<file path="config.mk">
export PLATFORM = sky130hd
export DESIGN_NAME = stream_demultiplexer_n
export DESIGN_NICKNAME = d
export VERILOG_FILES = /design/src/rtl/stream_demultiplexer_n_pkg.sv /design/src/rtl/stream_demultiplexer_n_demux_slot.sv /design/src/rtl/stream_demultiplexer_n.sv
export SDC_FILE = /design/constraint.sdc
export NUM_CORES = 1
export LEC_CHECK = 0
export ABC_AREA = 1
export CAP_MARGIN = 20
export CORE_ASPECT_RATIO = 0.75
export CORE_UTILIZATION = 47
export CTS_CLUSTER_SIZE = 8
export DETAILED_ROUTE_END_ITERATION = 8
export PLACE_DENSITY = 0.9
export SLEW_MARGIN = 5
export SYNTH_ARGS = -nofsm -noshare
export SYNTH_HDL_FRONTEND = slang
export SYNTH_SLANG_ARGS = --single-unit
export TNS_END_PERCENT = 10
</file>
<file path="constraint.sdc">
create_clock -name CLK -period 1.9 [get_ports CLK]
set_clock_uncertainty 0.2 [all_clocks]
set_input_delay 0.19 -clock CLK [delete_from_list [all_inputs] [get_ports CLK]]
set_output_delay 0.19 -clock CLK [all_outputs]
set_load 0.02 [all_outputs]
</file>
<file path="src/rtl/stream_demultiplexer_n_pkg.sv">
// Shared constants for the 1:4 stream demultiplexer.
// Provides channel count, select width, default data width and channel codes.
package stream_demultiplexer_n_pkg;

  localparam int NUM_CH          = 4;
  localparam int NUM_OF_SEL_BITS = 2;
  localparam int DEF_WIDTH       = 16;

  localparam logic [NUM_OF_SEL_BITS-1:0] CH_OUT1 = 2'd0;
  localparam logic [NUM_OF_SEL_BITS-1:0] CH_OUT2 = 2'd1;
  localparam logic [NUM_OF_SEL_BITS-1:0] CH_OUT3 = 2'd2;
  localparam logic [NUM_OF_SEL_BITS-1:0] CH_OUT4 = 2'd3;

endpackage

</file>
<file path="src/rtl/stream_demultiplexer_n_demux_slot.sv">
// Single-entry holding register for one output channel.
// Ports: CLK, RST, i_load, i_data, i_ready -> o_data, o_valid.
module demux_slot
  import stream_demultiplexer_n_pkg::*;
#(
  parameter int INPUT_WIDTH = DEF_WIDTH
) (
  input  logic                   CLK,
  input  logic                   RST,
  input  logic                   i_load,
  input  logic [INPUT_WIDTH-1:0] i_data,
  input  logic                   i_ready,
  output logic [INPUT_WIDTH-1:0] o_data,
  output logic                   o_valid
);

  logic [INPUT_WIDTH-1:0] r_data;
  logic                   r_valid;

  // A load wins over a drain so a same-cycle refill leaves no bubble.
  always_ff @(posedge CLK) begin
    if (RST) begin
      r_data  <= '0;
      r_valid <= 1'b0;
    end else if (i_load) begin
      r_data  <= i_data;
      r_valid <= 1'b1;
    end else if (r_valid && i_ready) begin
      r_valid <= 1'b0;
    end
  end

  assign o_data  = r_data;
  assign o_valid = r_valid;

endmodule

</file>
<file path="src/rtl/stream_demultiplexer_n.sv">
// 1:4 valid/ready stream demultiplexer, explicit select or round-robin.
// Ports: CLK, RST, IN/IN_VALID/IN_READY, SEL, AUTO, OUT1..4, OUT_VALID, OUT_READY, CUR_SEL.
module stream_demultiplexer_n
  import stream_demultiplexer_n_pkg::*;
#(
  parameter int INPUT_WIDTH     = DEF_WIDTH,
  parameter int NUM_OF_SEL_BITS = 2
) (
  input  logic                       CLK,
  input  logic                       RST,
  input  logic [INPUT_WIDTH-1:0]     IN,
  input  logic                       IN_VALID,
  output logic                       IN_READY,
  input  logic [NUM_OF_SEL_BITS-1:0] SEL,
  input  logic                       AUTO,
  output logic [INPUT_WIDTH-1:0]     OUT1,
  output logic [INPUT_WIDTH-1:0]     OUT2,
  output logic [INPUT_WIDTH-1:0]     OUT3,
  output logic [INPUT_WIDTH-1:0]     OUT4,
  output logic [NUM_CH-1:0]          OUT_VALID,
  input  logic [NUM_CH-1:0]          OUT_READY,
  output logic [NUM_OF_SEL_BITS-1:0] CUR_SEL
);

  logic [NUM_OF_SEL_BITS-1:0] r_rr_ptr;
  logic [NUM_OF_SEL_BITS-1:0] w_tgt;
  logic                       w_acc;
  logic [NUM_CH-1:0]          w_load;
  logic [INPUT_WIDTH-1:0]     w_out [NUM_CH];

  // During reset the pointer may still hold a stale value for this cycle.
  assign w_tgt = AUTO ? (RST ? '0 : r_rr_ptr) : SEL;
  assign CUR_SEL = w_tgt;

  assign IN_READY = RST | ~OUT_VALID[w_tgt] | OUT_READY[w_tgt];
  assign w_acc    = IN_VALID & IN_READY & ~RST;

  always_comb begin
    w_load = '0;
    w_load[w_tgt] = w_acc;
  end

  // Pointer parks at 0 outside auto mode so each auto entry starts at OUT1.
  always_ff @(posedge CLK) begin
    if (RST || !AUTO) begin
      r_rr_ptr <= '0;
    end else if (w_acc) begin
      r_rr_ptr <= r_rr_ptr + 1'b1;
    end
  end

  for (genvar k = 0; k < NUM_CH; k++) begin : g_slot
    demux_slot #(
      .INPUT_WIDTH(INPUT_WIDTH)
    ) u_slot (
      .CLK    (CLK),
      .RST    (RST),
      .i_load (w_load[k]),
      .i_data (IN),
      .i_ready(OUT_READY[k]),
      .o_data (w_out[k]),
      .o_valid(OUT_VALID[k])
    );
  end

  assign OUT1 = w_out[0];
  assign OUT2 = w_out[1];
  assign OUT3 = w_out[2];
  assign OUT4 = w_out[3];

endmodule

</file>
Yosys cells after proc, flatten, opt, wreduce, memory -nomap -nowiden
Cells that the tools add are included.
{"block": "word_totals", "ff_bits": 70, "latchBits": 0, "mem_bits_rw": 0, "romBits": 0, "in_bits": 26, "output_inout_bits": 71, "wordCells": 46, "memories": 0}
{"block": "classes", "n_addsub": 1, "multipliers": 0, "n_div": 0, "order_cmp": 2, "n_eq_ne": 0, "shifts": 0, "n_mux": 16, "n_bitwise": 7, "reduce_logical": 11}
{"operator": "1-bit two-way mux", "count": 11}
{"operator": "2-bit nonzero test", "count": 4}
{"operator": "1-bit logical AND", "count": 5}
{"operator": "4-bit AND", "count": 1}
{"operator": "1-bit binary-select mux with 2-bit select", "count": 2}
{"operator": "2-bit two-way mux", "count": 2}
{"operator": "2-bit by 3-bit < comparator with 1-bit output (second input constant)", "count": 1}
{"operator": "2-bit by 1-bit adder with 2-bit output (second input constant)", "count": 1}
{"operator": "1-bit AND", "count": 2}
{"operator": "1-bit demux with 2-bit select", "count": 1}
{"operator": "2-bit by 1-bit >= comparator with 1-bit output (second input constant)", "count": 1}
{"operator": "1-bit inverter", "count": 2}
{"operator": "1-bit bitwise OR", "count": 2}
{"operator": "1-bit zero test", "count": 1}
{"operator": "1-bit logical OR", "count": 1}

Logic depth before layout (Yosys ltp)
{"block": "depth", "word_depth": 11, "ltp_mapped": 15, "mapped_depth_nobuf": 12}

Hierarchy
From an unflattened synthesis, not the netlist that was laid out.
{"block": "unflattened", "cells_unflattened": 351, "hier_area_um2": 2646.3}
{"mod": "demux_slot", "n_inst": 4, "cells_per_inst": 73, "area_per_inst_um2": 588.1, "seq_area_each_um2": 340.3}
{"mod": "stream_demultiplexer_n", "n_inst": 1, "cells_per_inst": 59, "area_per_inst_um2": 294.0, "seq_area_each_um2": 40.0}

Worst setup path before layout
OpenSTA, ideal clock, no wires.
{"block": "synth_path", "path_type": "register to register", "from": "register r_rr_ptr[0]", "to": "register g_slot[2].u_slot.r_data[2]", "setup_ns": 0.110, "arrival_ns": 1.532, "required_ns": 1.590, "path_slack_ns": 0.058, "stages_incl_launch_ff": 12, "n_path_buf": 2, "synth_period_minus_slack_ns": 1.842, "cell_sequence": "dfxtp_1 -> nand3_2 -> nand2_4 -> nand2_1 -> nor2_1 -> nor2_1 -> nand3_1 -> buf_6 -> buf_2 -> nand4_1 -> nand2_1 -> nor2_1"}
{"block": "synth_between", "elab_chain_cells": 10, "elab_cells_between_ends": 17, "classes_between": "order compare (2); mux (8); bitwise (6); reduce/logical (1)"}
{"element": "start: declaration", "line_no": "stream_demultiplexer_n.sv:25", "rtl": "logic [NUM_OF_SEL_BITS-1:0] r_rr_ptr;"}
{"element": "start signal: assignment", "line_no": "stream_demultiplexer_n.sv:48", "rtl": "r_rr_ptr <= r_rr_ptr + 1'b1;"}
{"element": "2-bit two-way mux (*) (2 in a row)", "line_no": "stream_demultiplexer_n.sv:32", "rtl": "assign w_tgt = AUTO ? (RST ? '0 : r_rr_ptr) : SEL;"}
{"element": "via CUR_SEL[0]", "line_no": "stream_demultiplexer_n.sv:22", "rtl": "output logic [NUM_OF_SEL_BITS-1:0] CUR_SEL"}
{"element": "1-bit binary-select mux with 2-bit select", "line_no": "stream_demultiplexer_n.sv:35", "rtl": "assign IN_READY = RST | ~OUT_VALID[w_tgt] | OUT_READY[w_tgt];"}
{"element": "1-bit two-way mux (implied by the code)", "line_no": "stream_demultiplexer_n.sv:35"}
{"element": "1-bit inverter", "line_no": "stream_demultiplexer_n.sv:35"}
{"element": "1-bit bitwise OR", "line_no": "stream_demultiplexer_n.sv:35"}
{"element": "1-bit bitwise OR (*)", "line_no": "stream_demultiplexer_n.sv:35"}
{"element": "via IN_READY", "line_no": "stream_demultiplexer_n.sv:13", "rtl": "output logic IN_READY,"}
{"element": "1-bit AND (*) (2 in a row)", "line_no": "stream_demultiplexer_n.sv:36", "rtl": "assign w_acc = IN_VALID & IN_READY & ~RST;"}
{"element": "4-bit AND (no line) (*)"}
{"element": "end signal: assignment", "line_no": "stream_demultiplexer_n_demux_slot.sv:26", "rtl": "r_data <= i_data;"}
{"element": "end: declaration", "line_no": "stream_demultiplexer_n_demux_slot.sv:17", "rtl": "logic [INPUT_WIDTH-1:0] r_data;"}
Mark *: on every way through the listed nets, which the timed path passes. The rest lies on a longest branch. The select of a mux whose other input is x is not followed.
A chain may end at the register's enable or synchronous reset.

Worst setup path in the final report
{"block": "layout_path", "from": "register r_rr_ptr[1]", "to": "output IN_READY"}
{"block": "layout_between", "elab_chain_cells": 7, "elab_cells_between_ends": 9, "classes_between": "mux (6); bitwise (3)"}
{"element": "2-bit two-way mux (*) (2 in a row)", "line_no": "stream_demultiplexer_n.sv:32"}
{"element": "1-bit binary-select mux with 2-bit select", "line_no": "stream_demultiplexer_n.sv:35"}
{"element": "1-bit two-way mux (implied by the code)", "line_no": "stream_demultiplexer_n.sv:35"}
{"element": "1-bit inverter", "line_no": "stream_demultiplexer_n.sv:35"}
{"element": "1-bit bitwise OR", "line_no": "stream_demultiplexer_n.sv:35"}
{"element": "1-bit bitwise OR (*)", "line_no": "stream_demultiplexer_n.sv:35"}
{"element": "end: declaration", "line_no": "stream_demultiplexer_n.sv:13"}
Mark *: on every way between the ends. The rest lies on a longest branch, timed or not. The select of a mux whose other input is x is not followed.

==> impl_metrics.py <==
metrics = {
    "placed_design": {
        "place_area_sq_mm": 0.00484,
        "place.gp.congestion": 0.873,
        "dpl.hpwl_mm": 7.25,
        "post-place-ws_ns": -0.520,
        "dp_cells": 766,
        "port_buffers": 96,
    },
    "clock_network": {
        "cts_tree": "done",
        "insertion_delay_ns": 0.35,
        "cts_made_buffers": 9,
        "clk_pin_slew_worst_paths_ns": 0.07,
        "cts.sinks": 70,
        "clock_path_buffers": 2,
        "cts-root-buf": "clkbuf_8",
        "h-tree-depth": 3,
    },
    "drt": {
        "wl_per_cell_um": 13.6,
        "drtPass1Iterations": 5,
        "route.detailed.drc": 0,
        "num_vias": 3835,
        "drt-total-wl_mm": 10.7,
        "drtAntennaViolNets": 0,
        "drt_iter0_markers": 312,
        "viasPerCell": 4.87,
    },
    "timing": {
        "worstMarginPinSlew_ns": 0.335,
        "hold_violations": 0,
        "timing.fmax_ghz": 0.527,
        "fin_hold_ws_ns": 0.0751,
        "period_share_pct": 99.9,
        "drv_slew": 0,
        "setup_tns_ns": 0,
        "setup_viol": 0,
        "rsz0062_at_grt": "true",
        "slew_headroom_pct": 77.7,
        "layout_setup_ws_ns": 0.00212,
        "fin_crit_ns": 1.90,
    },
    "synthesis": {
        "syn-num-nets": 599,
        "synth_cells": 573,
        "ys_warn_count": 0,
        "syn_area_per_cell_sq_um": 6.38,
        "netlist.area_leader.share_pct": 38.3,
        "yosysSeqAreaShare_pct": 38.3,
        "netlist_top_cells_area": "dfxtp_1 38%, nand2_1 16%, inv_1 13%",
        "yosysUniqueCellTypes": 23,
        "synth_top_cell_by_area": "dfxtp_1",
        "netlist_area_sq_mm": 0.00366,
        "ys_ff_latch": 70,
    },
    "floorplan": {
        "coreArea_sq_mm": 0.00743,
        "start_util_pct": 49.2,
        "pin_count": 97,
        "rows": 27,
        "die_w_um": 104,
        "dieArea_sq_mm": 0.00814,
        "die_h_um": 78.4,
    },
    "power_and_ir_drop": {
        "total_power_mw": 3.29,
        "vdd_drop_max_v": 0.000467,
        "leakage_nw": 2.47,
        "p_per_area_mw_per_mm2": 629,
    },
    "global_routing": {
        "overflow": 0,
        "grt_antenna_before_repair": 0,
        "grt_usage_pct": 26.2,
        "grt_max_degree": 35,
        "grt_pass1_vias": 3543,
        "grt_pass1_wl_mm": 16.7,
    },
    "critical_path": {
        "path_common_cell": "nand2_1",
        "path_cells": "nand2_1 -> nand2_1 -> nand2_2 -> buf_6 -> nand2_1 -> nand2_2 -> nand3_4 -> buf_6",
        "crit_slowest_cell": "dfxtp_4",
        "path_delay_family": "simple AND/OR/NAND/NOR gates",
        "crit_path_end_kind": "output port",
        "max_stage_delay_ns": 0.36,
        "cp.arrival_ns": 1.51,
        "path_max_fanout": 4,
        "crit_type": "flop to output port",
        "path_buf_inv": 2,
        "critPathLaunchType": "flop",
        "required_ns": 1.51,
    },
    "min_path": {
        "hold_path_class": "primary input to flop",
    },
    "outcome": {
        "status": "finished, final reports clean",
    },
    "finish": {
        "layout.nets": 708,
        "drive_gt1_share_pct": 16.4,
        "final_cells": 788,
        "syn_to_final_growth_pct": 43.2,
        "fin_util_pct": 70.4,
        "diodes": 0,
        "fill_cells": 604,
        "design_area_sq_mm": 0.00524,
    },
    "job": {
        "maxCapViolCount": 0,
    },
}
## synth_stat cells
| library cell | number |
|---|---|
| nand3_1 | 9 |
| nand2_4 | 2 |
| dfxtp_1 | 70 |
| or2_1 | 2 |
| nand4_1 | 64 |
| inv_2 | 29 |
| nor2_1 | 69 |
| buf_4 | 4 |
| inv_4 | 1 |
| inv_1 | 122 |
| clkinv_1 | 2 |
| xor2_1 | 1 |
| a21oi_1 | 5 |
| buf_2 | 9 |
| nand3_2 | 1 |
| clkbuf_1 | 8 |
| nand2_1 | 152 |
| nand3_4 | 4 |
| buf_6 | 8 |
| a21boi_1 | 1 |
| buf_1 | 6 |
| nand2_2 | 2 |
| nor2_2 | 2 |
## sequential cells by signal, summed over array words and instances (netlist names)
name / flops
g_slot.u_slot.o_data: 64
g_slot.u_slot.o_valid: 4
r_rr_ptr: 2
## routing by layer
metal  share of wire (%)  GRT usage (%)
met5                   0              0
met4                 1.6           7.86
met3                 9.7           7.23
met2                  47           43.5
met1                  42           33.4
## cells by family after synthesis
logic type	share of synthesized area (%)
compound gates	0.890
flops	38.3
simple gates	38.7
xor+xnor	0.240
buf+inv	21.8
## placed cells by master (no fill, tap or decap)
cell / instances
nand2_4: 3
clkdlybuf4s50_1: 90
clkinvlp_4: 1
buf_12: 8
inv_4: 1
clkbuf_16: 1
dfxtp_1: 68
inv_1: 121
nor2_1: 67
buf_4: 21
clkbuf_1: 2
nand2_2: 13
buf_8: 1
xor2_1: 1
nand4_1: 64
nor2_2: 2
clkbuf_8: 10
clkinv_1: 2
nor2_4: 2
dlymetal6s2s_1: 2
a21oi_1: 5
a21boi_1: 1
clkinv_2: 3
nand3_2: 2
or2_1: 2
dlygate4sd2_1: 2
inv_2: 30
nand2_1: 140
buf_6: 3
nand3_1: 6
clkdlybuf4s15_1: 1
nand3_4: 10
dfxtp_4: 2
## final timing paths
check / start / to / slack (ns) / cells past startpoint
worst max register to register: r_rr_ptr[1] / g_slot[2].u_slot.o_data[13] / 0.002 / 12
worst min register to register: g_slot[1].u_slot.o_valid / g_slot[1].u_slot.o_valid / 0.30 / 2
worst min-delay path: RST / g_slot[0].u_slot.o_valid / 0.08 / 3
worst max-delay path: r_rr_ptr[1] / IN_READY / 0.002 / 8
## worst reg2reg max path, delay by kind of cell (launching register included)
family                 cells  cell delay [ns]
and+or+nand+nor           10             1.05
DFF                        1             0.36
buffers and inverters      2             0.21
## power by group
group          switching, mW  internal [mW]  total (mW)
combinational          0.389          0.288       0.677
sequential            0.0354           1.52        1.55
clock                  0.558          0.504        1.06
## layout make-up
cell class | count | area, sq um | area share [%]
Multi-Input combinational cell | 318 | 1610 | 30.7
Sequential cell | 70 | 1410 | 26.9
Timing Repair Buffer | 129 | 1350 | 25.7
Inverter | 154 | 581 | 11.1
Clock buffer | 12 | 145 | 2.77
Tap cell | 101 | 126 | 2.41
Clock inverter | 4 | 22.5 | 0.430
## repair_timing
action | 4_1_cts | 5_1_grt
cloned | 1 | 4
endpoints found under the setup margin | 71 | 70
hold buffers | 0 | 0
resized for setup | 6 | 45
buffers inserted | 0 | 1
pin swaps | 1 | 14
Power figures use the tool's default switching activity.
